`src/rtl/traffic_intersection_ctrl_if.sv`:
```
// rtl/traffic_intersection_ctrl_if.sv - demand inputs, lamp outputs and state code of the intersection controller
interface traffic_intersection_ctrl_if;
  logic       side_car;
  logic       ped_req;
  logic       main_red;
  logic       main_yellow;
  logic       main_green;
  logic       side_red;
  logic       side_yellow;
  logic       side_green;
  logic       walk;
  logic [2:0] state;

  modport master (
    output side_car, ped_req,
    input  main_red, main_yellow, main_green,
    input  side_red, side_yellow, side_green,
    input  walk, state
  );

  modport slave (
    input  side_car, ped_req,
    output main_red, main_yellow, main_green,
    output side_red, side_yellow, side_green,
    output walk, state
  );
endinterface

```
`src/rtl/traffic_intersection_ctrl.sv`:
```
// rtl/traffic_intersection_ctrl.sv - two-road plus pedestrian Moore controller with a shared phase timer
module traffic_intersection_ctrl #(
  parameter int CNT_W        = 8,
  parameter int T_GREEN_MAIN = 20,
  parameter int T_GREEN_SIDE = 10,
  parameter int T_YELLOW     = 3,
  parameter int T_ALLRED     = 1,
  parameter int T_WALK       = 6
) (
  input  logic                          clk_i,
  input  logic                          rst_n_i,
  traffic_intersection_ctrl_if.slave    ctrl_if
);

  typedef enum logic [2:0] {
    ST_MAIN_GREEN  = 3'd0,
    ST_MAIN_YELLOW = 3'd1,
    ST_ALL_RED_A   = 3'd2,
    ST_SIDE_GREEN  = 3'd3,
    ST_SIDE_YELLOW = 3'd4,
    ST_ALL_RED_B   = 3'd5,
    ST_WALK        = 3'd6
  } state_e;

  localparam logic [CNT_W-1:0] LD_GREEN_MAIN = CNT_W'(T_GREEN_MAIN - 1);
  localparam logic [CNT_W-1:0] LD_GREEN_SIDE = CNT_W'(T_GREEN_SIDE - 1);
  localparam logic [CNT_W-1:0] LD_YELLOW     = CNT_W'(T_YELLOW - 1);
  localparam logic [CNT_W-1:0] LD_ALLRED     = CNT_W'(T_ALLRED - 1);
  localparam logic [CNT_W-1:0] LD_WALK       = CNT_W'(T_WALK - 1);

  state_e           state_q, state_d;
  logic [CNT_W-1:0] timer_q, timer_d;
  logic             side_pend_q, side_pend_d;
  logic             ped_pend_q, ped_pend_d;
  logic             expired;
  logic [CNT_W-1:0] load_val;

  assign expired = (timer_q == '0);

  always_ff @(posedge clk_i or negedge rst_n_i) begin
    if (!rst_n_i) begin
      state_q     <= ST_MAIN_GREEN;
      timer_q     <= LD_GREEN_MAIN;
      side_pend_q <= 1'b0;
      ped_pend_q  <= 1'b0;
    end else begin
      state_q     <= state_d;
      timer_q     <= timer_d;
      side_pend_q <= side_pend_d;
      ped_pend_q  <= ped_pend_d;
    end
  end

  // Decisions use the registered latches, so same-cycle demand waits for the next decision.
  always_comb begin
    state_d = state_q;
    case (state_q)
      ST_MAIN_GREEN:  if (expired && (side_pend_q || ped_pend_q)) state_d = ST_MAIN_YELLOW;
      ST_MAIN_YELLOW: if (expired) state_d = ST_ALL_RED_A;
      ST_ALL_RED_A:   if (expired) state_d = side_pend_q ? ST_SIDE_GREEN : ST_WALK;
      ST_SIDE_GREEN:  if (expired) state_d = ST_SIDE_YELLOW;
      ST_SIDE_YELLOW: if (expired) state_d = ST_ALL_RED_B;
      ST_ALL_RED_B:   if (expired) state_d = ped_pend_q ? ST_WALK : ST_MAIN_GREEN;
      ST_WALK:        if (expired) state_d = ST_MAIN_GREEN;
      default:        state_d = ST_MAIN_GREEN;
    endcase
  end

  always_comb begin
    load_val = LD_GREEN_MAIN;
    case (state_d)
      ST_MAIN_YELLOW, ST_SIDE_YELLOW: load_val = LD_YELLOW;
      ST_ALL_RED_A, ST_ALL_RED_B:     load_val = LD_ALLRED;
      ST_SIDE_GREEN:                  load_val = LD_GREEN_SIDE;
      ST_WALK:                        load_val = LD_WALK;
      default:                        load_val = LD_GREEN_MAIN;
    endcase
  end

  // Any state change (including recovery from the unused code) reloads the timer.
  always_comb begin
    timer_d = expired ? '0 : timer_q - 1'b1;
    if (state_d != state_q) timer_d = load_val;
  end

  always_comb begin
    side_pend_d = side_pend_q;
    ped_pend_d  = ped_pend_q;
    if (state_d == ST_SIDE_GREEN && state_q != ST_SIDE_GREEN) side_pend_d = 1'b0;
    if (state_d == ST_WALK && state_q != ST_WALK)             ped_pend_d  = 1'b0;
    if (ctrl_if.side_car) side_pend_d = 1'b1;
    if (ctrl_if.ped_req)  ped_pend_d  = 1'b1;
  end

  assign ctrl_if.main_green  = (state_q == ST_MAIN_GREEN);
  assign ctrl_if.main_yellow = (state_q == ST_MAIN_YELLOW);
  assign ctrl_if.main_red    = !(state_q == ST_MAIN_GREEN || state_q == ST_MAIN_YELLOW);
  assign ctrl_if.side_green  = (state_q == ST_SIDE_GREEN);
  assign ctrl_if.side_yellow = (state_q == ST_SIDE_YELLOW);
  assign ctrl_if.side_red    = !(state_q == ST_SIDE_GREEN || state_q == ST_SIDE_YELLOW);
  assign ctrl_if.walk        = (state_q == ST_WALK);
  assign ctrl_if.state       = state_q;

endmodule

```
`src/flat_wrapper.sv`:
```
// flat-port wrapper written by rule: the top's interface ports become plain ports
module traffic_intersection_ctrl_flat 
#(
  parameter int CNT_W        = 8,
  parameter int T_GREEN_MAIN = 20,
  parameter int T_GREEN_SIDE = 10,
  parameter int T_YELLOW     = 3,
  parameter int T_ALLRED     = 1,
  parameter int T_WALK       = 6
)
  (clk_i, rst_n_i, ctrl_if_side_car, ctrl_if_ped_req, ctrl_if_main_red, ctrl_if_main_yellow, ctrl_if_main_green, ctrl_if_side_red, ctrl_if_side_yellow, ctrl_if_side_green, ctrl_if_walk, ctrl_if_state);
  traffic_intersection_ctrl_if ctrl_if_i ();
  input  logic clk_i;
  input  logic rst_n_i;
  input wire logic [$bits(ctrl_if_i.side_car)-1:0] ctrl_if_side_car;
  input wire logic [$bits(ctrl_if_i.ped_req)-1:0] ctrl_if_ped_req;
  output wire logic [$bits(ctrl_if_i.main_red)-1:0] ctrl_if_main_red;
  output wire logic [$bits(ctrl_if_i.main_yellow)-1:0] ctrl_if_main_yellow;
  output wire logic [$bits(ctrl_if_i.main_green)-1:0] ctrl_if_main_green;
  output wire logic [$bits(ctrl_if_i.side_red)-1:0] ctrl_if_side_red;
  output wire logic [$bits(ctrl_if_i.side_yellow)-1:0] ctrl_if_side_yellow;
  output wire logic [$bits(ctrl_if_i.side_green)-1:0] ctrl_if_side_green;
  output wire logic [$bits(ctrl_if_i.walk)-1:0] ctrl_if_walk;
  output wire logic [$bits(ctrl_if_i.state)-1:0] ctrl_if_state;
  assign ctrl_if_i.side_car = ctrl_if_side_car;
  assign ctrl_if_i.ped_req = ctrl_if_ped_req;
  assign ctrl_if_main_red = ctrl_if_i.main_red;
  assign ctrl_if_main_yellow = ctrl_if_i.main_yellow;
  assign ctrl_if_main_green = ctrl_if_i.main_green;
  assign ctrl_if_side_red = ctrl_if_i.side_red;
  assign ctrl_if_side_yellow = ctrl_if_i.side_yellow;
  assign ctrl_if_side_green = ctrl_if_i.side_green;
  assign ctrl_if_walk = ctrl_if_i.walk;
  assign ctrl_if_state = ctrl_if_i.state;
  traffic_intersection_ctrl #(.CNT_W(CNT_W), .T_GREEN_MAIN(T_GREEN_MAIN), .T_GREEN_SIDE(T_GREEN_SIDE), .T_YELLOW(T_YELLOW), .T_ALLRED(T_ALLRED), .T_WALK(T_WALK)) u_core (.clk_i(clk_i), .rst_n_i(rst_n_i), .ctrl_if(ctrl_if_i));
endmodule
```
`config.mk`:
```
export PLATFORM = sky130hd
export DESIGN_NAME = traffic_intersection_ctrl_flat
export DESIGN_NICKNAME = d
export VERILOG_FILES = /design/src/rtl/traffic_intersection_ctrl_if.sv /design/src/rtl/traffic_intersection_ctrl.sv /design/src/flat_wrapper.sv
export SDC_FILE = /design/constraint.sdc
export NUM_CORES = 1
export LEC_CHECK = 0
export BUFFER_PORTS_ARGS = -buffer_cell sky130_fd_sc_hd__buf_2
export CAP_MARGIN = 10
export CORE_MARGIN = 1.5
export CORE_UTILIZATION = 50
export CTS_BUF_LIST = sky130_fd_sc_hd__clkbuf_4 sky130_fd_sc_hd__clkbuf_8
export DETAILED_ROUTE_END_ITERATION = 7
export PLACE_DENSITY = 0.78
export RECOVER_POWER = 100
export SLEW_MARGIN = 10
export SYNTH_ARGS = -nofsm -noshare
export SYNTH_HDL_FRONTEND = slang
export SYNTH_SLANG_ARGS = --single-unit
```
`constraint.sdc`:
```
create_clock -name clk_i -period 3.5 [get_ports clk_i]
set_input_delay 0.35 -clock clk_i [delete_from_list [all_inputs] [get_ports clk_i]]
set_output_delay 0.35 -clock clk_i [all_outputs]
set_load 0.05 [all_outputs]
```
* After elaboration in Yosys (flattened, before gate mapping) *
Index checks and enable logic that the tools add are counted.

cells by class
  add/subtract/negate cells = 1
  multiply operators = 0
  divide/modulo/power cells = 0
  order comparisons = 0
  equality and inequality tests = 15
  shifts and indexed selects = 0
  multiplexer cells = 17
  bitwise gates (word level) = 0
  reduce and logical (&&, ||, !) cells = 14

operators with widths
  cell                                                    count
  two-way mux 3 bit                                       9
  one-hot mux 3 bit (7 select lines)                      1
  one-hot mux 5 bit (4 select lines)                      1
  == test 3 bit (second input constant)                   6
  two-way mux 8 bit                                       2
  == test 3 x 2 -> 1 bit (second input constant)          4
  logical NOT 8 bit                                       1
  subtractor 8 x 1 -> 8 bit (second input constant)       1
  == test 3 x 1 -> 1 bit (second input constant)          2
  two-way mux 1 bit                                       4
  nonzero test 2 bit                                      2
  OR reduction 2 bit                                      2
  logical AND 1 bit                                       3
  logical NOT 3 bit                                       1
  logical OR 1 bit                                        3
  inequality test 3 x 2 -> 1 bit (second input constant)  1
  inequality test 3 bit                                   1
  inequality test 3 bit (second input constant)           1
  logical NOT 1 bit                                       2

storage, ports and cells
  register bits after elaboration = 13
  latch bits = 0
  RAM bits = 0
  bits in read-only memories = 0
  memories kept = 0

* Longest topological paths before layout *
Gate-level depths: netlist of run 1.

  depth in word-level cells = 8
  gate-level depth with buffers = 7
  depth with buffers taken out = 7

* Worst setup path after synthesis of run 1 *
OpenSTA, ideal clock, no wires.

  kind = register to output
  start point = register u_core.state_q[2], in the netlist u_core.ctrl_if.state[2]
  end point = output ctrl_if_side_red
  arrival = 2.991 ns
  required time = 3.150 ns
  slack = 0.159 ns
  cell stages (with the launch flop) = 5
  path buffers = 2
  cell sequence = dfrtp_1 clkbuf_1 clkbuf_1 nor3b_1 nor2_1

between the ends
  longest elaborated chain between the ends = 3
  elaborated cells on any way between the ends = 4
  classes of those cells = eq/ne (2); reduce/logical (2)

ends and longest elaborated chain
  what                           line                              source
  start: declaration             traffic_intersection_ctrl.sv:31   state_e state_q, state_d;
  start signal: assignment       traffic_intersection_ctrl.sv:47   state_q <= state_d;
  == test 3 bit                  -
  named net ctrl_if_side_yellow  flat_wrapper.sv:21                output wire logic [$bits(ctrl_if_i.side_yellow)-1:0] ctrl_if_side_yellow;
  logical OR 1 bit               traffic_intersection_ctrl.sv:100  assign ctrl_if.side_red = !(state_q == ST_SIDE_GREEN || state_q == ST_SIDE_YELLOW);
  logical NOT 1 bit              traffic_intersection_ctrl.sv:100
  end: declaration               flat_wrapper.sv:20                output wire logic [$bits(ctrl_if_i.side_red)-1:0] ctrl_if_side_red;

The timed path passes the listed nets, and every way through them passes these cells.

* Worst setup path after layout of run 1 *
  start point = register u_core.timer_q[0]
  end point = register u_core.timer_q[1]

between the ends
  longest elaborated chain between the ends = 8
  elaborated cells on any way between the ends = 23
  classes of those cells = add/sub (1); eq/ne (7); mux (11); reduce/logical (4)

ends and longest elaborated chain
  what                                            line                             source
  start: declaration                              traffic_intersection_ctrl.sv:32  logic [CNT_W-1:0] timer_q, timer_d;
  start signal: assignment                        traffic_intersection_ctrl.sv:48  timer_q <= timer_d;
  logical NOT 8 bit                               traffic_intersection_ctrl.sv:38  assign expired = (timer_q == '0);
  logical AND 1 bit                               traffic_intersection_ctrl.sv:58  ST_MAIN_GREEN: if (expired && (side_pend_q || ped_pend_q)) state_d = ST_MAIN_YELLOW;
  two-way mux 3 bit                               traffic_intersection_ctrl.sv:58
  one-hot mux 3 bit (7 select lines)              traffic_intersection_ctrl.sv:57  case (state_q)
  == test 3 x 2 -> 1 bit (tied with other cells)  traffic_intersection_ctrl.sv:71  case (state_d)
  OR reduction 2 bit                              traffic_intersection_ctrl.sv:71
  one-hot mux 5 bit (4 select lines)              traffic_intersection_ctrl.sv:71
  two-way mux 8 bit (*)                           traffic_intersection_ctrl.sv:83  if (state_d != state_q) timer_d = load_val;
  named net u_core.timer_d[1]                     traffic_intersection_ctrl.sv:32

Mark *: on every way through the listed nets, which the timed path passes. The rest lies on a longest branch.
A chain may end at the register's enable or synchronous reset.

==> results.toml, run 1 <==
[clock_tree]
cts_hold_buf = 1
cts_setup_buffers = 0
cts_max_level = 1
numCtsBuffers = 3
cts_buffer_depth = 2
cts_sinks = 13
clkSlewWorstSetupHoldPaths_ns = 0.08
root_buffer = "clkbuf_4"
cts_tree = "built"
cts_resized = 0
clock_latency_ns = 0.27

[yosys]
synthArstFlopShare_pct = 100.0
synthesis.area_sq_um = 840.8
yosys_register_bits = 13
yosys-top-cells-area = "dfrtp_1, dfstp_2, nand2_1, nor2_1, a21oi_1"
synth_flop_cell = "dfrtp_1"
synth_cells = 96
yosysTopAreaCell = "dfrtp_1"
avgSynthCellArea_sq_um = 8.758
synthesis.nets = 101
yosys_warnings = 0
synth_edf_count = 0
synth-seq-area-share_pct = 39.14
yosysTopAreaCellShare_pct = 29.76
ys_types = 40

[sta]
hold_viol_final = 0
clock_skew_ns = 0.002074
final-setup-viol-count = 0
slew_headroom_pct = 40.88
tns_ns = 0
final.period_utilization_pct = 71.82
tightest_slew_ns = 0.8745
fin_crit_ns = 2.514
fmax_mhz = 397.8
drv_slew = 0
rsz0062_at_grt = "no"

[routing]
vias = 734
dr.pass1.iters = 4
drt_iter0_drc = 15
post_drt_wl_per_cell_um = 14.45
totalWireLength_mm = 1.806
drc = 0
routed_via_density = 5.872
ant_nets = 0

[place]
place_hpwl_mm = 1.319
dpl_cell_area_sq_um = 905.9
io_buffers = 13
gp_congestion = 0.8415

[floorplanning]
die_y_um = 44.01
ios = 14
core-area_sq_um = 1541
fp-row-count = 14
floorplan.initialDensity_pct = 54.55
die_area_sq_um = 1936
die_x_um = 44.01

[status]
status = "finished, final reports clean"

[grt]
gr-max-usage-layer = "met2"
use_met3_pct = 2.500
globalRouteOverflowTotal = 0
grt_use_total_pct = 21.43
grt_first_pass_wirelength_mm = 3.036
antenna_found_initial = 0
met2_usage_pct = 36.76
grt_pass1_vias = 680
grtUsageMet1_pct = 26.96
grt_max_degree = 20

[critical_path]
cp-start-kind = "register"
cp_cell_sequence = "inv_1 -> ha_1 -> nor4b_1 -> nand2_4 -> or3_1 -> a221oi_1 -> o32ai_1"
rr_startpoint = "u_core.timer_q[0]$_DFF_PN1_"
crit_family = "simple AND/OR/NAND/NOR gates"
critPathKind = "reg -> reg"
startpoint = "u_core.timer_q[0]$_DFF_PN1_"
critPathBufInv = 1
end_kind = "register"
path_max_fanout = 10
required_ns = 3.69
critical-path-slowest-cell = "nor4b_1"
slowest_delay_ns = 0.73
worstPathArrival_ns = 2.71

[min_path]
hp-start = "ctrl_if_side_car"
hold_path.class = "in -> reg"

[layout]
area_growth_syn_to_layout_pct = 7.738
finalNetCount = 115
fin_area_sq_um = 905.9
drive_gt1_share_pct = 11.01
n_fill_cell = 154
diodes = 0
multi_input_area_sq_um = 450.4
seqCellArea_sq_um = 329.1

[power]
p_per_area_nw_per_um2 = 564.3
leakage_nw = 0.3808
ir_drop_v = 0.0003174

[run]
drv_cap = 0
[flip-flops by register name, summed over array words and instances, names as in the netlist]
signal,count
u_core.side_pend_q,1
u_core.ped_pend_q,1
u_core.timer_q,8
u_core.ctrl_if.state,3
[cells in the mapped netlist, types with 2 or more instances]
cell type   n
dfrtp_1    10
nand2_1    10
nor2_1      9
a21oi_1     6
o21ai_1     5
clkbuf_1    4
inv_1       4
nand2b_1    4
a22oi_1     3
dfstp_2     3
nor3_1      3
a31oi_1     2
and3_1      2
nor2b_1     2
nor3b_1     2
o21ai_0     2
o31ai_1     2
[routing by layer]
layer | vias to the layer above | wire [um]
met3 | 4 | 56
met4 | 0 | 35
met2 | 21 | 908
met5 | - | 0
met1 | 339 | 807
li1 | 370 | -
[through the flow]
stage / power, mW / std cells / util [%] / hold WS [ns] / setup WS, ns
after floorplan: 0.3809 / 96 / - / 0.05441 / 0.1588
after global placement: 0.4215 / 120 / 58.77 / 0.2444 / 1.616
after detailed placement: 0.4276 / 120 / 58.77 / 0.2506 / 1.524
after CTS: 0.5275 / 125 / 61.36 / 0.2613 / 1.520
after global routing: 0.5411 / 125 / 58.77 / 0.2635 / 0.8534
final: 0.5112 / 125 / 58.77 / 0.2618 / 0.9864
[cells in the final DEF, fill, tap and decap left out, types with 2 or more instances in the layout]
cell type | synthesis | final
nor2b_1 | 2 | 2
o31ai_1 | 2 | 2
clkbuf_1 | 4 | 11
a31oi_1 | 2 | 2
buf_2 | 1 | 2
a22oi_1 | 3 | 3
dfstp_2 | 3 | 3
o21ai_0 | 2 | 5
dfrtp_1 | 10 | 10
nor2_1 | 9 | 9
nor3_1 | 3 | 3
nand2b_1 | 4 | 4
a21oi_1 | 6 | 6
o21ai_1 | 5 | 2
inv_1 | 4 | 4
or3_1 | 1 | 2
or2_0 | 1 | 2
nand2_1 | 10 | 10
nor3b_1 | 2 | 2
clkbuf_4 | 0 | 4
and3_1 | 2 | 2
[cell families (layout without fill, tap and decap cells)]
| kind of cell | after synthesis | count (layout) | share of synthesized area (%) |
|---|---|---|---|
| AND/OR/NAND/NOR | 44 | 44 | 30.95 |
| AO/OA/AOI/OAI | 25 | 25 | 19.49 |
| flip-flops | 13 | 13 | 39.14 |
| buffers and inverters | 9 | 22 | 4.165 |
| adder cells (fa/ha/maj) | 2 | 2 | 2.678 |
| multiplexers | 2 | 2 | 2.530 |
| XOR/XNOR | 1 | 1 | 1.042 |
[final cells by class]
type,instances,share of cell area (%)
Clock buffer,4,3.315
Inverter,4,1.657
Multi-Input combinational cell,74,49.72
Tap cell,16,2.210
Sequential cell,13,36.33
Timing Repair Buffer,14,6.768
[final timing paths]
| check | to | slack [ns] | depth (start not counted) |
|---|---|---|---|
| max | u_core.timer_q[1]$_DFF_PN1_ | 0.99 | 7 |
| min | u_core.side_pend_q$_DFFE_PN0P_ | 0.26 | 2 |
| max reg2reg | u_core.timer_q[1]$_DFF_PN1_ | 0.99 | 7 |
| min reg2reg | u_core.timer_q[4]$_DFF_PN1_ | 0.60 | 2 |
| max in group asynchronous | u_core.ctrl_if.state[1]$_DFF_PN0_ | 2.43 | 2 |
| min in group asynchronous | u_core.timer_q[5]$_DFF_PN0_ | 0.64 | 2 |
[power breakdown]
part	total [mW]	internal, mW	switching [mW]
combinational	0.171	0.0551	0.116
sequential	0.241	0.191	0.0503
clock	0.0983	0.0519	0.0464
(Power assumes the default switching activity.)
==> run 2, diff against run 1 <==
==> constraint.sdc (replaced) <==
create_clock -name clk_i -period 2.5 [get_ports clk_i]
set_input_delay 0.25 -clock clk_i [delete_from_list [all_inputs] [get_ports clk_i]]
set_output_delay 0.25 -clock clk_i [all_outputs]
set_load 0.05 [all_outputs]
==> results.toml, run 2 (synthesized netlist as in run 1, its figures left out) <==
[layout]
finalNetCount = 115
largest_register_ffs = 8
fin_util_pct = 60.39
multi_input_area_sq_um = 475.5
seqCellArea_sq_um = 329.1
top_register = "u_core.timer_q"
drive_gt1_share_pct = 11.93
mostFrequentLayoutCells = "nand2_1, clkbuf_1, dfrtp_1"
n_fill_cell = 146
stdcell_count = 125
diodes = 0
fin_area_sq_um = 930.9
area_growth_syn_to_layout_pct = 10.71

[floorplanning]
ios = 14
core-area_sq_um = 1541
die_area_sq_um = 1936
fp-row-count = 14
floorplan.initialDensity_pct = 54.55
die_y_um = 44.01
die_x_um = 44.01

[power]
finalPower_uw = 726.8
leakage_nw = 0.3787
ir_drop_v = 0.0004370
p_per_area_nw_per_um2 = 780.7

[grt]
grt_first_pass_wirelength_mm = 3.215
antenna_found_initial = 0
grt_use_total_pct = 22.95
grt_pass1_vias = 708
globalRouteOverflowTotal = 0
grt_max_degree = 20

[min_path]
hold_path.class = "in -> reg"

[sta]
rsz0062_at_grt = "no"
tightest_slew_ns = 0.7256
fin_ws_ns = 0.3566
final-setup-viol-count = 0
tns_ns = 0
final.period_utilization_pct = 85.74
fin_crit_ns = 2.143
slew_headroom_pct = 51.63
clock_skew_ns = 0.003797
hold_viol_final = 0
drv_slew = 0
holdWs_ns = 0.1436
fmax_mhz = 466.5

[clock_tree]
cts_buffer_depth = 2
root_buffer = "clkbuf_4"
numCtsBuffers = 3
cts_max_level = 1
cts_tree = "built"
cts_sinks = 13
clock_latency_ns = 0.28
clkSlewWorstSetupHoldPaths_ns = 0.08

[critical_path]
critPathKind = "reg -> out"
worstPathArrival_ns = 1.89
startpoint = "u_core.ctrl_if.state[1]$_DFF_PN0_"
path_max_fanout = 19
rr_startpoint = "u_core.timer_q[0]$_DFF_PN1_"
r2r_slack_ns = 0.38
reg2regPathDepth = 7
critPathCapture = "ctrl_if_main_yellow"
required_ns = 2.25
end_kind = "primary output"
cp-start-kind = "register"
timing.rr.end = "u_core.timer_q[1]$_DFF_PN1_"

[routing]
drt_iter0_drc = 12
wl_met3_um = 49
dr.pass1.iters = 4
ant_nets = 0
met2WireLength_um = 964
routedLengthMet1_um = 739
totalWireLength_mm = 1.823
routed_via_density = 6.016
post_drt_wl_per_cell_um = 14.58
vias = 752
drc = 0
highest_layer = "met4"

[run]
drv_cap = 0

[place]
dp.cells = 120
pre_cts_ws_ns = 0.4728
dpl_cell_area_sq_um = 917.1
gp_congestion = 0.8833
io_buffers = 13
place_hpwl_mm = 1.307

[status]
status = "finished, final reports clean"
[run 2: cell counts in the layout (fill, tap and decap cells not counted)]
No cell type changed its count.
[run 2: layer usage]
metal / vias up / GRT usage (%)
li1: 370 / -
met1: 355 / 27.70
met2: 20 / 38.24
met3: 7 / 3.333
met4: 0 / 13.94
met5: - / 0
[run 2: area by class of cell]
| type | count | share of cell area (%) |
|---|---|---|
| multi-input cells | 74 | 51.08 |
| flip-flops and latches | 13 | 35.35 |
| repair buffers | 14 | 6.586 |
| clock buffers | 4 | 3.226 |
| well taps | 16 | 2.151 |
| inverters | 4 | 1.613 |
[run 2: report_power, final]
group	internal, mW	leakage, nW	switching (mW)
logic	0.0789	0.209	0.158
clock network	0.0728	0.0184	0.0726
registers	0.266	0.151	0.0784
[run 2: worst max-delay path, stage by stage (launching register included)]
cell and delay [ns]:
dfrtp_1 0.62, or2_2 0.42, nor2_1 0.09, clkbuf_1 0.47
[run 2: how the worst min path moves through the flow]
stage	depth (start not counted)	end	startpoint
floorplan	0	u_core.ctrl_if.state[0]$_DFF_PN0_	rst_n_i
global placement	1	u_core.timer_q[5]$_DFF_PN0_	rst_n_i
detailed placement	1	u_core.timer_q[5]$_DFF_PN0_	rst_n_i
CTS	2	u_core.ped_pend_q$_DFFE_PN0P_	ctrl_if_ped_req
global route	2	u_core.ped_pend_q$_DFFE_PN0P_	ctrl_if_ped_req
finish	2	u_core.ped_pend_q$_DFFE_PN0P_	ctrl_if_ped_req
[run 2: what timing repair did]
action	4_1_cts	5_1_grt
buffers inserted	0	0
resized for setup	0	0
hold endpoints to repair	10	0
hold buffers	1	0
==> run 3, diff against run 2 <==
--- a/config.mk
+++ b/config.mk
@@ -8,10 +8,10 @@
 export BUFFER_PORTS_ARGS = -buffer_cell sky130_fd_sc_hd__buf_2
 export CAP_MARGIN = 10
 export CORE_MARGIN = 1.5
-export CORE_UTILIZATION = 50
+export CORE_UTILIZATION = 55
 export CTS_BUF_LIST = sky130_fd_sc_hd__clkbuf_4 sky130_fd_sc_hd__clkbuf_8
 export DETAILED_ROUTE_END_ITERATION = 7
-export PLACE_DENSITY = 0.78
+export PLACE_DENSITY = 0.84
 export RECOVER_POWER = 100
 export SLEW_MARGIN = 10
 export SYNTH_ARGS = -nofsm -noshare
==> results.toml, run 3 (synthesized netlist as in run 1, its figures left out) <==
[status]
status = "finished, final reports clean"

[sta]
fmax_mhz = 470.3
rsz0062_at_grt = "no"
final.period_utilization_pct = 85.05
fin_ws_ns = 0.3736
tightest_slew_ns = 0.7206
drv_slew = 0
tns_ns = 0
slew_headroom_pct = 51.96
holdWs_ns = 0.1370
fin_crit_ns = 2.126
final-setup-viol-count = 0
hold_viol_final = 0
clock_skew_ns = 0.005474

[routing]
dr.pass1.iters = 4
post_drt_wl_per_cell_um = 15.09
totalWireLength_mm = 1.871
ant_nets = 0
drt_iter0_drc = 29
drc = 0
routed_via_density = 5.944
vias = 737

[clock_tree]
cts_max_level = 1
cts_tree = "built"
numCtsBuffers = 3
root_buffer = "clkbuf_4"
clkSlewWorstSetupHoldPaths_ns = 0.09
cts_resized = 0
cts_buffer_depth = 2
cts_sinks = 13
clock_latency_ns = 0.28

[power]
p_per_area_nw_per_um2 = 783.3
internal_power_uw = 406.6
finalPower_uw = 726.2
swShare_pct = 44.01
switching_power_uw = 319.6
leakage_nw = 0.3796
power.clock.fraction_pct = 18.5
pwr-share-comb_pct = 33.2
ir_drop_v = 0.0006040
p_seq_share_pct = 48.3

[floorplanning]
die_x_um = 42.10
ios = 14
core-area_sq_um = 1366
fp-row-count = 13
die_y_um = 42.10
die_area_sq_um = 1772
floorplan.initialDensity_pct = 61.54

[critical_path]
critPathBufInv = 1
crit_family = "flip-flops"
end_kind = "primary output"
timing.rr.end = "u_core.timer_q[1]$_DFF_PN1_"
cp-start-kind = "register"
path_max_fanout = 19
worstPathArrival_ns = 1.88
slowest_delay_ns = 0.62
critical-path-slowest-cell = "dfrtp_1"
r2r_slack_ns = 0.39
reg2regPathDepth = 7
cp_cell_sequence = "or2_2 -> nor2_1 -> clkbuf_1"
critPathKind = "reg -> out"
required_ns = 2.25
rr_startpoint = "u_core.timer_q[0]$_DFF_PN1_"
cp.depth = 3

[place]
pre_cts_ws_ns = 0.5450
io_buffers = 13
dpl_cell_area_sq_um = 915.9
dp.cells = 119
gp_congestion = 0.8119
place_hpwl_mm = 1.332

[min_path]
hold_end = "u_core.ped_pend_q$_DFFE_PN0P_"
hold_path.class = "in -> reg"
hold_depth = 2
hp-start = "ctrl_if_ped_req"

[layout]
stdcell_count = 124
top_register = "u_core.timer_q"
fin_area_sq_um = 927.1
finalNetCount = 115
mostFrequentLayoutCells = "nand2_1, clkbuf_1, dfrtp_1"
n_fill_cell = 129
drive_gt1_share_pct = 12.84
area_growth_syn_to_layout_pct = 10.27
fin_util_pct = 67.86
largest_register_ffs = 8
diodes = 0

[grt]
grt_first_pass_wirelength_mm = 3.263
grt_max_degree = 20
grt_use_total_pct = 23.72
grt_pass1_vias = 708
antenna_found_initial = 0
globalRouteOverflowTotal = 0

[run]
drv_cap = 0
## run 3: what timing repair did
item,in CTS,in global routing
buffers inserted,0,0
hold endpoints to repair,10,0
hold buffers,1,0
## run 3: layout make-up
type	instances	area, sq um	area share [%]
well taps	15	18.77	2.024
repair buffers	14	61.31	6.613
clock inverters	1	5.005	0.5398
flip-flops and latches	13	329.1	35.49
multi-input cells	74	475.5	51.28
clock buffers	3	22.52	2.429
inverters	4	15.01	1.619
## run 3: how the worst max path moves through the flow
stage / slack [ns] / startpoint / to
after global placement: 0.62 / u_core.timer_q[0]$_DFF_PN1_ / u_core.timer_q[1]$_DFF_PN1_
after detailed placement: 0.54 / u_core.timer_q[0]$_DFF_PN1_ / u_core.timer_q[1]$_DFF_PN1_
after global routing: 0.24 / u_core.timer_q[0]$_DFF_PN1_ / u_core.timer_q[1]$_DFF_PN1_
after floorplan: 0.09 / u_core.ctrl_if.state[2]$_DFF_PN0_ / ctrl_if_side_red
after CTS: 0.53 / u_core.timer_q[0]$_DFF_PN1_ / u_core.timer_q[1]$_DFF_PN1_
final: 0.37 / u_core.ctrl_if.state[1]$_DFF_PN0_ / ctrl_if_main_green
## run 3: metal layers
layer	wire [um]	global-route usage (%)	vias to the layer above
met1	881	32.61	344
met4	23	8.125	0
met2	882	35.63	21
li1	-	-	368
met3	84	6.897	4
met5	0	0	-
## run 3: worst reg2reg max path: cells and delay by family, from the launching register on
family                     cells  cell delay [ns]
AOI/OAI and AO/OA              2             0.37
adders and majority gates      1             0.22
buffers and inverters          1             0.09
DFF                            1             0.38
and+or+nand+nor                3             0.98
## run 3: power groups by stage
| stage | Combinational, mW | Sequential (mW) | Clock, mW |
|---|---|---|---|
| finish | 0.241 | 0.351 | 0.134 |
| global route | 0.269 | 0.360 | 0.148 |
| detailed placement | 0.252 | 0.354 | 0 |
| global placement | 0.244 | 0.349 | 0 |
| floorplan | 0.195 | 0.342 | 0 |
| CTS | 0.255 | 0.350 | 0.137 |
